[src/rtl/int_arbiter.sv]
// Interrupt arbiter between device request lines and cp0 HWInt[15:10].
// Define INT_EDGE_EN for edge-triggered pending bits; the default is level-triggered.
module int_arbiter #(
  parameter int NSRC = 6
) (
  input  logic            Clk,
  input  logic            Reset,
  input  logic [NSRC-1:0] IrqIn,
  input  logic [3:2]      Addr,
  input  logic            We,
  input  logic [31:0]     Din,
  output logic [31:0]     Dout,
  input  logic            exl,
  output logic [15:10]    HWInt,
  output logic [NSRC-1:0] IrqAck
);

  typedef enum logic [1:0] {IDLE, REQ, SERV} state_t;

  state_t          state_reg;
  logic [NSRC-1:0] pend_reg;
  logic [NSRC-1:0] mask_reg;
  logic [NSRC-1:0] irq_ack_reg;
  logic [2:0]      cur_reg;

  logic [NSRC-1:0] set_vec;
  logic [NSRC-1:0] pend_next;
  logic [NSRC-1:0] cand;
  logic [NSRC-1:0] cur_sel;
  logic [2:0]      cand_idx;
  logic            cur_mask;
  logic            cur_pend;
  logic            ack_hit;
  logic            unused_din;

  assign unused_din = ^Din[31:NSRC];
  assign cand       = pend_reg & mask_reg;

`ifdef INT_EDGE_EN
  logic [NSRC-1:0] irq_prev_reg;

  always_ff @(posedge Clk) begin
    if (Reset) begin
      irq_prev_reg <= '0;
    end else begin
      irq_prev_reg <= IrqIn;
    end
  end

  assign set_vec = IrqIn & ~irq_prev_reg;
`else
  assign set_vec = IrqIn;
`endif

  // One-hot view of cur avoids variable indexing; set beats an acknowledge clear.
  genvar gi;
  generate
    for (gi = 0; gi < NSRC; gi++) begin : g_src
      assign cur_sel[gi]   = (cur_reg == 3'(gi));
      assign pend_next[gi] = set_vec[gi] | (pend_reg[gi] & ~(ack_hit & cur_sel[gi]));
    end
    for (gi = 0; gi < 6; gi++) begin : g_hw
      if (gi < NSRC) begin : g_used
        assign HWInt[10+gi] = (state_reg == REQ) && (cur_reg == 3'(gi));
      end else begin : g_unused
        assign HWInt[10+gi] = 1'b0;
      end
    end
  endgenerate

  assign cur_mask = |(mask_reg & cur_sel);
  assign cur_pend = |(pend_reg & cur_sel);
  assign ack_hit  = (state_reg == SERV) && We && (Addr == 2'd2) &&
                    (|(Din[NSRC-1:0] & cur_sel));
  assign IrqAck   = irq_ack_reg;

  always_comb begin
    cand_idx = 3'd0;
    for (int i = NSRC - 1; i >= 0; i--) begin
      if (cand[i]) begin
        cand_idx = 3'(i);
      end
    end
  end

  always_ff @(posedge Clk) begin
    if (Reset) begin
      state_reg   <= IDLE;
      pend_reg    <= '0;
      mask_reg    <= '0;
      irq_ack_reg <= '0;
      cur_reg     <= 3'd0;
    end else begin
      pend_reg    <= pend_next;
      irq_ack_reg <= '0;
      if (We && (Addr == 2'd1)) begin
        mask_reg <= Din[NSRC-1:0];
      end
      case (state_reg)
        IDLE: begin
          if (|cand) begin
            cur_reg   <= cand_idx;
            state_reg <= REQ;
          end
        end
        REQ: begin
          if (!cur_mask || !cur_pend) begin
            cur_reg   <= 3'd0;
            state_reg <= IDLE;
          end else if (exl) begin
            state_reg <= SERV;
          end
        end
        SERV: begin
          // exl was 1 on entry, so a low exl here is the falling edge
          if (ack_hit) begin
            irq_ack_reg <= cur_sel;
            cur_reg     <= 3'd0;
            state_reg   <= IDLE;
          end else if (!exl) begin
            cur_reg   <= 3'd0;
            state_reg <= IDLE;
          end
        end
        default: begin
          cur_reg   <= 3'd0;
          state_reg <= IDLE;
        end
      endcase
    end
  end

  always_comb begin
    Dout = '0;
    case (Addr)
      2'd0: Dout[NSRC-1:0] = pend_reg;
      2'd1: Dout[NSRC-1:0] = mask_reg;
      2'd3: begin
        Dout[31]  = (state_reg != IDLE);
        Dout[2:0] = cur_reg;
      end
      default: Dout = '0;
    endcase
  end

endmodule

[config.mk]
export PLATFORM = sky130hd
export DESIGN_NAME = int_arbiter
export DESIGN_NICKNAME = d
export VERILOG_FILES = /design/src/rtl/int_arbiter.sv
export SDC_FILE = /design/constraint.sdc
export NUM_CORES = 1
export LEC_CHECK = 0
export ABC_AREA = 1
export CORE_MARGIN = 2
export CORE_UTILIZATION = 41
export CTS_BUF_LIST = sky130_fd_sc_hd__clkbuf_16
export CTS_CLUSTER_SIZE = 14
export DETAILED_ROUTE_END_ITERATION = 10
export PLACE_DENSITY = 0.86
export SLEW_MARGIN = 15
export SYNTH_ARGS = -nofsm -noshare
export SYNTH_HDL_FRONTEND = slang
export SYNTH_SLANG_ARGS = --single-unit
[constraint.sdc]
create_clock -name Clk -period 2.8 [get_ports Clk]
set_input_delay 0.56 -clock Clk [delete_from_list [all_inputs] [get_ports Clk]]
set_output_delay 0.56 -clock Clk [all_outputs]
set_load 0.01 [all_outputs]
* Word level (Yosys, flattened, before mapping)
Index checks and enable logic that the tools add are counted.
Storage, ports and cells: flip-flop bits (word level) 23, bits in latches 0, memory bits (writable) 0, bits in read-only memories 0, bits of input ports 44, memories kept 0
Operators by class: add/sub/neg operators 0, $mul 0, div/mod/pow operators 0, magnitude comparators 0, eq/ne operators 14, shift-type cells 0, multiplexer cells 20, bitwise gates (word level) 30, reduce and logical (&&, ||, !) cells 24
Operators by type and width (count):
- 2-to-1 mux 3 bit | 10
- bitwise AND 6 bit | 4
- OR reduction 6 bit | 4
- one-hot mux 3 bit (3 select lines) | 2
- bitwise AND 1 bit | 12
- logical AND 1 bit | 10
- 2-to-1 mux 2 bit | 5
- NOT 1 bit | 8
- equality test 2 bit, second input constant | 3
- equality test 3 x 2 -> 1 bit, second input constant | 2
- equality test 3 bit, second input constant | 2
- bitwise OR 1 bit | 6
- one-hot mux 2 bit (3 select lines) | 1
- one-hot mux 3 bit (2 select lines) | 1
- AND reduction 3 bit | 2
- equality test 2 x 1 -> 1 bit, second input constant | 2
- zero test 2 bit | 2
- equality test 3 x 1 -> 1 bit, second input constant | 1
- zero test 3 bit | 1
- inequality test 3 x 2 -> 1 bit, second input constant | 1
- inequality test 3 bit, second input constant | 1
- OR reduction 3 bit | 1
- zero test 1 bit | 2
- inequality test 2 x 1 -> 1 bit, second input constant | 1
- other kinds (4) | 4

* Depth between registers and ports, before layout
Gate-level depths: netlist of run 1.
word-level depth 9, depth in mapped cells 12

* Worst setup path before layout of run 1
OpenSTA, ideal clock, no wires.
path type input port to output port, start input port Addr[3] (netlist bit), end output port Dout[4], data arrival time 1045 ps, data required time 2240 ps, path slack 1195 ps, cell stages on the path 3, cell sequence nor2_1 -> inv_1 -> o22ai_1
Between the ends: longest elaborated chain between the ends 2, elaborated cells between the ends (all ways) 3, classes of those cells 1 x eq/ne; 1 x mux; 1 x reduce/logical
RTL lines:
- from (decl) | RTL line 9 | input logic [3:2] Addr,
- equality test 2 x 1 -> 1 bit or zero test 2 bit (tied branches) | RTL line 135 | case (Addr)
- one-hot mux 3 bit (2 select lines) * | RTL line 135
- to (decl) | RTL line 12 | output logic [31:0] Dout,
Mark *: on every way between the ends. The rest lies on a longest branch, timed or not.

* Worst setup path after layout of run 1
start input port Addr[2] (netlist bit), end output port Dout[3]
Same word-level chain as after synthesis.

==> results_dict.tcl, run 1 <==
set metrics [dict create \
    viasPerCell 5.08 \
    detail_route.wl_per_cell_um 12.3 \
    cts_buffers 3 \
    clkLatencyLatePin_ns 0.26 \
    drt-initial-drc-count 76 \
    worst_slew_pin_slew_ns 0.560 \
    grt_antenna_before_repair 0 \
    ff2ff_setup_slack_ns 0.85 \
    hold_class "reg2reg" \
    synthFlopType "dfxtp_1" \
    ys_types 27 \
    syn_inst 218 \
    maxCapViolCount 0 \
    period_share 0.978 \
    cpMostUsedCell "clkdlybuf4s50_1" \
    die_h_um 64.3 \
    max_stage_delay_ns 0.59 \
    setup-violations-final 0 \
    placement_rows 21 \
    final-hold-violation-count 0 \
    syn_avg_cell_area_um2 6.85 \
    cts_sinks 23 \
    cp-start-kind "input pin" \
    ys_seq_area_frac 0.308 \
    p_per_area_nw_per_um2 717 \
    gp_congestion 0.974 \
    clk_pin_slew_ns 0.06 \
    synth_common_cells "nor2_1, nand2_1, buf_4, dfxtp_1, inv_1" \
    async_flop_share 0 \
    coreArea_um2 3420 \
    clockRootBuffer "clkbuf_16" \
    final.setup.tns_ns 0 \
    rsz0062_at_grt "false" \
    fin_util 0.540 \
    synth-edff-count 0 \
    p_leak_nw 0.791 \
    yosys.cell_count.top_type "nor2_1" \
    crit_fanout 6 \
    ys_seq_elements 23 \
    diodes 0 \
    die_x_um 64.3 \
    syn_area_um2 1490 \
    wl_um 3650 \
    grt_use_total 0.175 \
    dp.cells 293 \
    drive_above_1_share 0.0717 \
    worst_slew_margin_rel 0.626 \
    worstPathRequired_ns 2.24 \
    drcViolationCount 0 \
    skew_ns 0.00243 \
    status "finished clean" \
    io_buffers 36 \
    cpLargestDelayFamily "buffers and inverters" \
    io_pins 88 \
    cts_buffer_depth 2 \
    critPathCaptureType "output pin" \
    path_buf_inv 2 \
    ys_warn_count 0 \
    synthTopCellsByArea "dfxtp_1, buf_4, nor2_1" \
    yosysTopAreaCellShare 0.308 \
    critPathKind "in2out" \
    num-nets-final 296 \
    cpMaxStageDelayCell "clkdlybuf4s50_1" \
    initial_utilization 0.437 \
    place_hpwl_um 2730 \
    cts_resized 0 \
    post_layout_nonfiller_instances 297 \
    cts_tree "done" \
    grt_start_max_net_pins 16 \
    holdBufCountCts 0 \
    fmax_mhz 365 \
    syn_to_final_growth_pct 23.5 \
    final.min_clock_period_ns 2.74 \
    vias 1510 \
    grt_pass1_wl_um 5710 \
    slew_viol_final 0 \
    arrival_ns 2.18 \
    dieArea_um2 4140 \
    ir_drop_uv 334 \
    cts_setup_buffers 0 \
    ant_nets 0 \
    yosysTopAreaCell "dfxtp_1" \
    cts_htree_levels 1 \
    dr.pass1.iters 4 \
    overflow 0 \
    cp_cell_sequence "clkdlybuf4s50_1, nand2_1, o21ai_0, clkdlybuf4s50_1" \
    grt_pass1_vias 1292 \
]
## cells by family (layout without fill, tap and decap cells)
kind of cell           Yosys count  count (layout)  share of synthesized area
and+or+nand+nor                110             110                      0.352
buffers and inverters           54              63                      0.225
AOI/OAI and AO/OA               30              30                      0.112
DFF                             23              23                      0.308
other                            1              25                    0.00251
## worst paths after layout
check / startpoint / to / depth (start not counted)
worst min-delay path: mask_reg[3] / mask_reg[3] / 2
worst max-delay path: Addr[2] / Dout[3] / 4
worst min register to register: mask_reg[3] / mask_reg[3] / 2
worst max register to register: cur_reg[0] / cur_reg[0] / 11
## metrics by stage
step                total power, mW  setup WS (ns)  hold slack (ns)  area (um^2)
floorplan                     0.899           1.19            0.451         1580
global placement              0.980          0.102            0.467         1760
detailed placement            0.990         0.0895            0.478         1760
CTS                            1.31         0.0874            0.491         1840
global route                   1.41         0.0132            0.541         1840
finish                         1.32         0.0620            0.498         1840
## final cells by class
| cell class | instances | area, um^2 |
|---|---|---|
| multi-input combinational | 165 | 787 |
| clock buffer | 3 | 75.1 |
| fill | 333 | 1570 |
| clock inverter | 1 | 7.51 |
| tap | 46 | 57.6 |
| inverter | 22 | 87.6 |
| sequential | 23 | 460 |
| timing repair buffer | 37 | 368 |
## where the power goes
part | internal [mW] | switching, mW | total [mW]
clock | 0.194 | 0.130 | 0.324
sequential | 0.370 | 0.0945 | 0.465
combinational | 0.192 | 0.341 | 0.534
total | 0.756 | 0.565 | 1.32
## placed cells by master (no fill, tap or decap), types with 3 or more instances in the layout
| master | instances |
|---|---|
| nand2_1 | 33 |
| a21oi_1 | 15 |
| o21ai_0 | 8 |
| clkbuf_16 | 3 |
| nor2_1 | 35 |
| conb_1 | 25 |
| nand4_1 | 8 |
| or2_1 | 3 |
| inv_1 | 20 |
| nand2_2 | 3 |
| o221ai_1 | 3 |
| nor2_2 | 3 |
| nand3_1 | 17 |
| dfxtp_1 | 23 |
| clkdlybuf4s50_1 | 36 |
## worst register-to-register path, stage by stage (launching register included)
cell     delay [ns]
dfxtp_1        0.67
inv_1          0.24
nand3_1        0.15
inv_1          0.07
a21oi_1        0.12
nand2_1        0.08
nand2_2        0.13
nand2_2        0.10
nand3_4        0.11
nand2_1        0.06
nand2_1        0.07
nor2_2         0.03
## routing by layer
metal / wire, um / vias to the layer above / global-route usage / share of wire
met5: 0 / - / 0 / 0
met2: 1760 / 80 / 0.280 / 0.48
li1: - / 732 / - / -
met1: 1450 / 682 / 0.224 / 0.40
met3: 339 / 16 / 0.0352 / 0.093
met4: 100 / 0 / 0.0878 / 0.027
Power figures use the tool's default switching activity.
==> run 2, diff against run 1 <==
--- a/config.mk
+++ b/config.mk
@@ -7,11 +7,12 @@
 export LEC_CHECK = 0
 export ABC_AREA = 1
 export CORE_MARGIN = 2
-export CORE_UTILIZATION = 41
+export CORE_UTILIZATION = 67
 export CTS_BUF_LIST = sky130_fd_sc_hd__clkbuf_16
 export CTS_CLUSTER_SIZE = 14
 export DETAILED_ROUTE_END_ITERATION = 10
-export PLACE_DENSITY = 0.86
+export DONT_BUFFER_PORTS = 1
+export PLACE_DENSITY = 0.83
 export SLEW_MARGIN = 15
 export SYNTH_ARGS = -nofsm -noshare
 export SYNTH_HDL_FRONTEND = slang
==> run 2 against run 1 <==
Net effect: clock power down 1%; setup slack gained 0.66 ns; via count down 10%; final cell count down 19%; maximum frequency is 32% higher; power down 5.4%; critical path depth down 2; worst hold slack worse by 0.14 ns; routed wire length is 6.2% lower; count of clock-buffer cells in the layout is the same; critical path type is now reg2out; highest routed layer unchanged.
==> results_dict.tcl, run 2 (synthesized netlist as in run 1, its figures left out) <==
set metrics [dict create \
    status "finished clean" \
    dr.pass1.iters 4 \
    layout_common_cells "nor2_1, nand2_1, conb_1" \
    crit_fanout 12 \
    skew_ns 0.00465 \
    design_area_um2 1450 \
    initial_utilization 0.695 \
    io_pins 88 \
    worst_slew_pin_slew_ns 0.568 \
    clockRootBuffer "clkbuf_16" \
    viasPerCell 5.59 \
    grt_pass1_wl_um 5430 \
    rsz0062_at_grt "false" \
    clkLatencyLatePin_ns 0.26 \
    cts_resized 0 \
    place_hpwl_um 2500 \
    coreArea_um2 2150 \
    cts_buffer_depth 2 \
    post_layout_nonfiller_instances 242 \
    n_fill_cell 188 \
    worst_slew_margin_rel 0.621 \
    dieArea_um2 2620 \
    placement_rows 17 \
    worstPathRequired_ns 2.24 \
    cts_buffers 3 \
    dp.cells 238 \
    final.min_clock_period_ns 2.08 \
    place_area_um2 1370 \
    maxCapViolCount 0 \
    cts_sinks 23 \
    p_leak_nw 0.654 \
    setup-violations-final 0 \
    critPathCaptureType "output pin" \
    max_stage_delay_ns 0.68 \
    cts_setup_buffers 0 \
    grt_pass1_vias 1263 \
    clk_pin_slew_ns 0.06 \
    cp_cell_sequence "inv_1, o221ai_1" \
    layout_commonest_cell "nor2_1" \
    ir_drop_uv 439 \
    vias 1352 \
    die_x_um 51.2 \
    detail_route.wl_per_cell_um 14.1 \
    fmax_mhz 481 \
    grt_start_max_net_pins 16 \
    slew_viol_final 0 \
    final-hold-violation-count 0 \
    die_h_um 51.2 \
    wl_um 3420 \
    drive_above_1_share 0.0794 \
    arrival_ns 1.52 \
    num-nets-final 259 \
    cts_tree "done" \
    cp-start-kind "flip-flop" \
    drt-initial-drc-count 57 \
    holdBufCountCts 0 \
    gp_congestion 0.915 \
    hold_class "in2reg" \
    grt_use_total 0.279 \
    grt_antenna_before_repair 0 \
    critPathKind "reg2out" \
    period_share 0.742 \
    drcViolationCount 0 \
    p_per_area_nw_per_um2 860 \
    overflow 0 \
    final.setup.tns_ns 0 \
    diodes 0 \
    syn_to_final_growth_pct -2.68 \
    ant_nets 0 \
    cts_htree_levels 1 \
    io_buffers 0 \
    cpMaxStageDelayCell "dfxtp_1" \
]
==> run 2: changes by cell type in the layout (fill, tap and decap cells not counted) <==
cell             previous run  this run
clkdlybuf4s50_1            36         0
buf_4                       1         0
==> run 2: power breakdown <==
group | internal, mW | switching, mW | total, mW | leakage, nW
Sequential | 0.370 | 0.0944 | 0.464 | 0.189
Clock | 0.194 | 0.126 | 0.320 | 0.0371
Combinational | 0.135 | 0.330 | 0.465 | 0.428
Total | 0.699 | 0.551 | 1.25 | 0.654
==> run 2: final timing paths <==
kind                                   from  slack [ns]  cells after the start          end
worst max-delay path             cur_reg[0]        0.72                      2      Dout[0]
worst min-delay path                  Reset        0.36                      1  pend_reg[1]
worst max register to register   cur_reg[0]        0.84                     11   cur_reg[2]
worst min register to register  mask_reg[0]        0.50                      2  mask_reg[0]
==> run 2: per-layer routing <==
| metal | global-route usage | up-vias | wire length (um) |
|---|---|---|---|
| met5 | 0 | - | 0 |
| li1 | - | 652 | - |
| met2 | 0.439 | 86 | 1630 |
| met3 | 0.0965 | 11 | 356 |
| met1 | 0.324 | 603 | 1350 |
| met4 | 0.171 | 0 | 87 |
==> run 2: critical path: cells and delay by family, from the launching register on <==
family,cells,cell delay [ns]
flip-flops,1,0.68
buffers and inverters,1,0.22
AO/OA/AOI/OAI,1,0.36
==> run 2: per-stage QoR <==
stage	util	total power [mW]	setup slack, ns	hold slack, ns
floorplan	-	0.899	1.19	0.451
global placement	0.638	0.902	0.960	0.471
detailed placement	0.638	0.916	0.949	0.480
CTS	0.676	1.23	0.775	0.364
global route	0.676	1.32	0.629	0.357
finish	0.676	1.25	0.722	0.359
==> run 2: layout make-up <==
class                           count  area, um^2  area share
Sequential cell                    23         460       0.317
Inverter                           22        87.6      0.0603
Multi-Input combinational cell    165         787       0.542
Tap cell                           28        35.0      0.0241
Clock buffer                        3        75.1      0.0517
Clock inverter                      1        7.51     0.00517
==> run 3, diff against run 2 <==
--- a/config.mk
+++ b/config.mk
@@ -7,12 +7,12 @@
 export LEC_CHECK = 0
 export ABC_AREA = 1
 export CORE_MARGIN = 2
-export CORE_UTILIZATION = 67
+export CORE_UTILIZATION = 56
 export CTS_BUF_LIST = sky130_fd_sc_hd__clkbuf_16
 export CTS_CLUSTER_SIZE = 14
 export DETAILED_ROUTE_END_ITERATION = 10
 export DONT_BUFFER_PORTS = 1
-export PLACE_DENSITY = 0.83
+export PLACE_DENSITY = 0.74
 export SLEW_MARGIN = 15
 export SYNTH_ARGS = -nofsm -noshare
 export SYNTH_HDL_FRONTEND = slang
==> constraint.sdc (replaced) <==
create_clock -name Clk -period 1.74 [get_ports Clk]
set_input_delay 0.348 -clock Clk [delete_from_list [all_inputs] [get_ports Clk]]
set_output_delay 0.348 -clock Clk [all_outputs]
set_load 0.01 [all_outputs]
==> run 3 against run 2 <==
Net effect: non-clock buffer count increased by 4; routed wire length is 2.1% lower; largest power group unchanged; critical path type unchanged; count of clock-buffer cells in the layout did not move; first-iteration DRC count down 5.3%.
==> results_dict.tcl, run 3 (synthesized netlist as in run 1, its figures left out) <==
set metrics [dict create \
    status "finished clean" \
    wl_um 3350 \
    arrival_ns 1.28 \
    io_pins 88 \
    detail_route.wl_per_cell_um 13.5 \
    ant_nets 0 \
    io_buffers 0 \
    critPathKind "reg2out" \
    ff2ff_path_depth 10 \
    p_per_area_nw_per_um2 1390 \
    place_area_um2 1400 \
    cts_resized 1 \
    worstPathRequired_ns 1.39 \
    critPathCaptureType "output pin" \
    grt_pass1_vias 1242 \
    dp_slack_ns -0.00691 \
    r2r-start "cur_reg[0]" \
    clk_pin_slew_ns 0.06 \
    max_stage_delay_ns 0.34 \
    min_path_cells 1 \
    cpMaxStageDelayCell "dfxtp_1" \
    die_x_um 55.6 \
    placement_rows 18 \
    holdBufCountCts 0 \
    hold_class "in2reg" \
    post_layout_nonfiller_instances 248 \
    fin_ws_ns 0.111 \
    slew_viol_final 0 \
    cp-start-kind "flip-flop" \
    dieArea_um2 3090 \
    cts_tree "done" \
    layout_commonest_cell "nor2_1" \
    cts_buffer_depth 2 \
    final.setup.tns_ns 0 \
    num-nets-final 263 \
    gp_congestion 0.929 \
    syn_to_final_growth_pct 0.0836 \
    skew_ns 0.00158 \
    cts_htree_levels 1 \
    maxCapViolCount 0 \
    die_h_um 55.6 \
    diodes 0 \
    ff_latch_area_um2 467 \
    crit_fanout 7 \
    cts_buffers 3 \
    setup-violations-final 0 \
    clkLatencyLatePin_ns 0.26 \
    drcViolationCount 0 \
    fmax_mhz 614 \
    ir_drop_uv 817 \
    viasPerCell 5.52 \
    dp.cells 244 \
    n_fill_cell 246 \
    clockRootBuffer "clkbuf_16" \
    coreArea_um2 2500 \
    grt_use_total 0.221 \
    rsz0062_at_grt "false" \
    drive_above_1_share 0.115 \
    multi_input_area_um2 793 \
    initial_utilization 0.597 \
    final-hold-violation-count 0 \
    period_share 0.936 \
    overflow 0 \
    place_hpwl_um 2690 \
    cp_cell_sequence "inv_1, nor2_1, inv_2, nor4_2, buf_4" \
    grt_pass1_wl_um 5450 \
    cts_sinks 23 \
    dr.pass1.iters 4 \
    grt_start_max_net_pins 16 \
    design_area_um2 1490 \
    layout_common_cells "nor2_1, nand2_1, conb_1" \
    cp-startpoint "state_reg[0]" \
    p_leak_nw 0.681 \
    vias 1370 \
    drt-initial-drc-count 54 \
    final.min_clock_period_ns 1.63 \
    grt_antenna_before_repair 0 \
    hp-start "Reset" \
    cts_setup_buffers 0 \
]
[run 3: cell types whose count changed in the layout (fill, tap and decap cells not counted)]
cell,previous run,this run
dfxtp_4,0,1
dfxtp_2,0,2
nor4_2,0,1
inv_2,1,2
dfxtp_1,23,20
clkinvlp_4,1,0
nor4_1,1,0
buf_4,0,4
[run 3: path summary, 6_finish.rpt]
kind | end | slack (ns)
hold reg to reg | mask_reg[0] | 0.49
hold / removal | pend_reg[0] | 0.15
setup / recovery | HWInt[10] | 0.11
setup reg to reg | pend_reg[4] | 0.16
[run 3: cell type report]
cell class | instances | area share
Clock inverter | 1 | 0.00251
Tap cell | 30 | 0.0251
Multi-Input combinational cell | 165 | 0.531
Timing Repair Buffer | 4 | 0.0201
Clock buffer | 3 | 0.0503
Inverter | 22 | 0.0586
Sequential cell | 23 | 0.312
[run 3: metal layers]
metal,share of wire,vias to the layer above,track usage
met3,0.088,8,0.0512
met4,0.030,0,0.108
li1,-,660,-
met1,0.40,634,0.276
met5,0,-,0
met2,0.49,68,0.355
[run 3: report_power, final]
part / internal [mW] / switching, mW
combinational: 0.274 / 0.552
clock: 0.307 / 0.186
sequential: 0.608 / 0.146
[run 3: critical path: cells and delay by family, from the launching register on]
family / cells / cell delay (ns)
simple gates: 2 / 0.34
buf+inv: 3 / 0.34
flops: 1 / 0.34
[run 3: stage by stage]
step / power (mW) / util / hold WS, ns
after floorplan: 1.45 / - / 0.420
after global placement: 1.52 / 0.561 / 0.422
after detailed placement: 1.55 / 0.561 / 0.424
after CTS: 2.04 / 0.593 / 0.152
after global routing: 2.22 / 0.598 / 0.145
final: 2.07 / 0.598 / 0.154
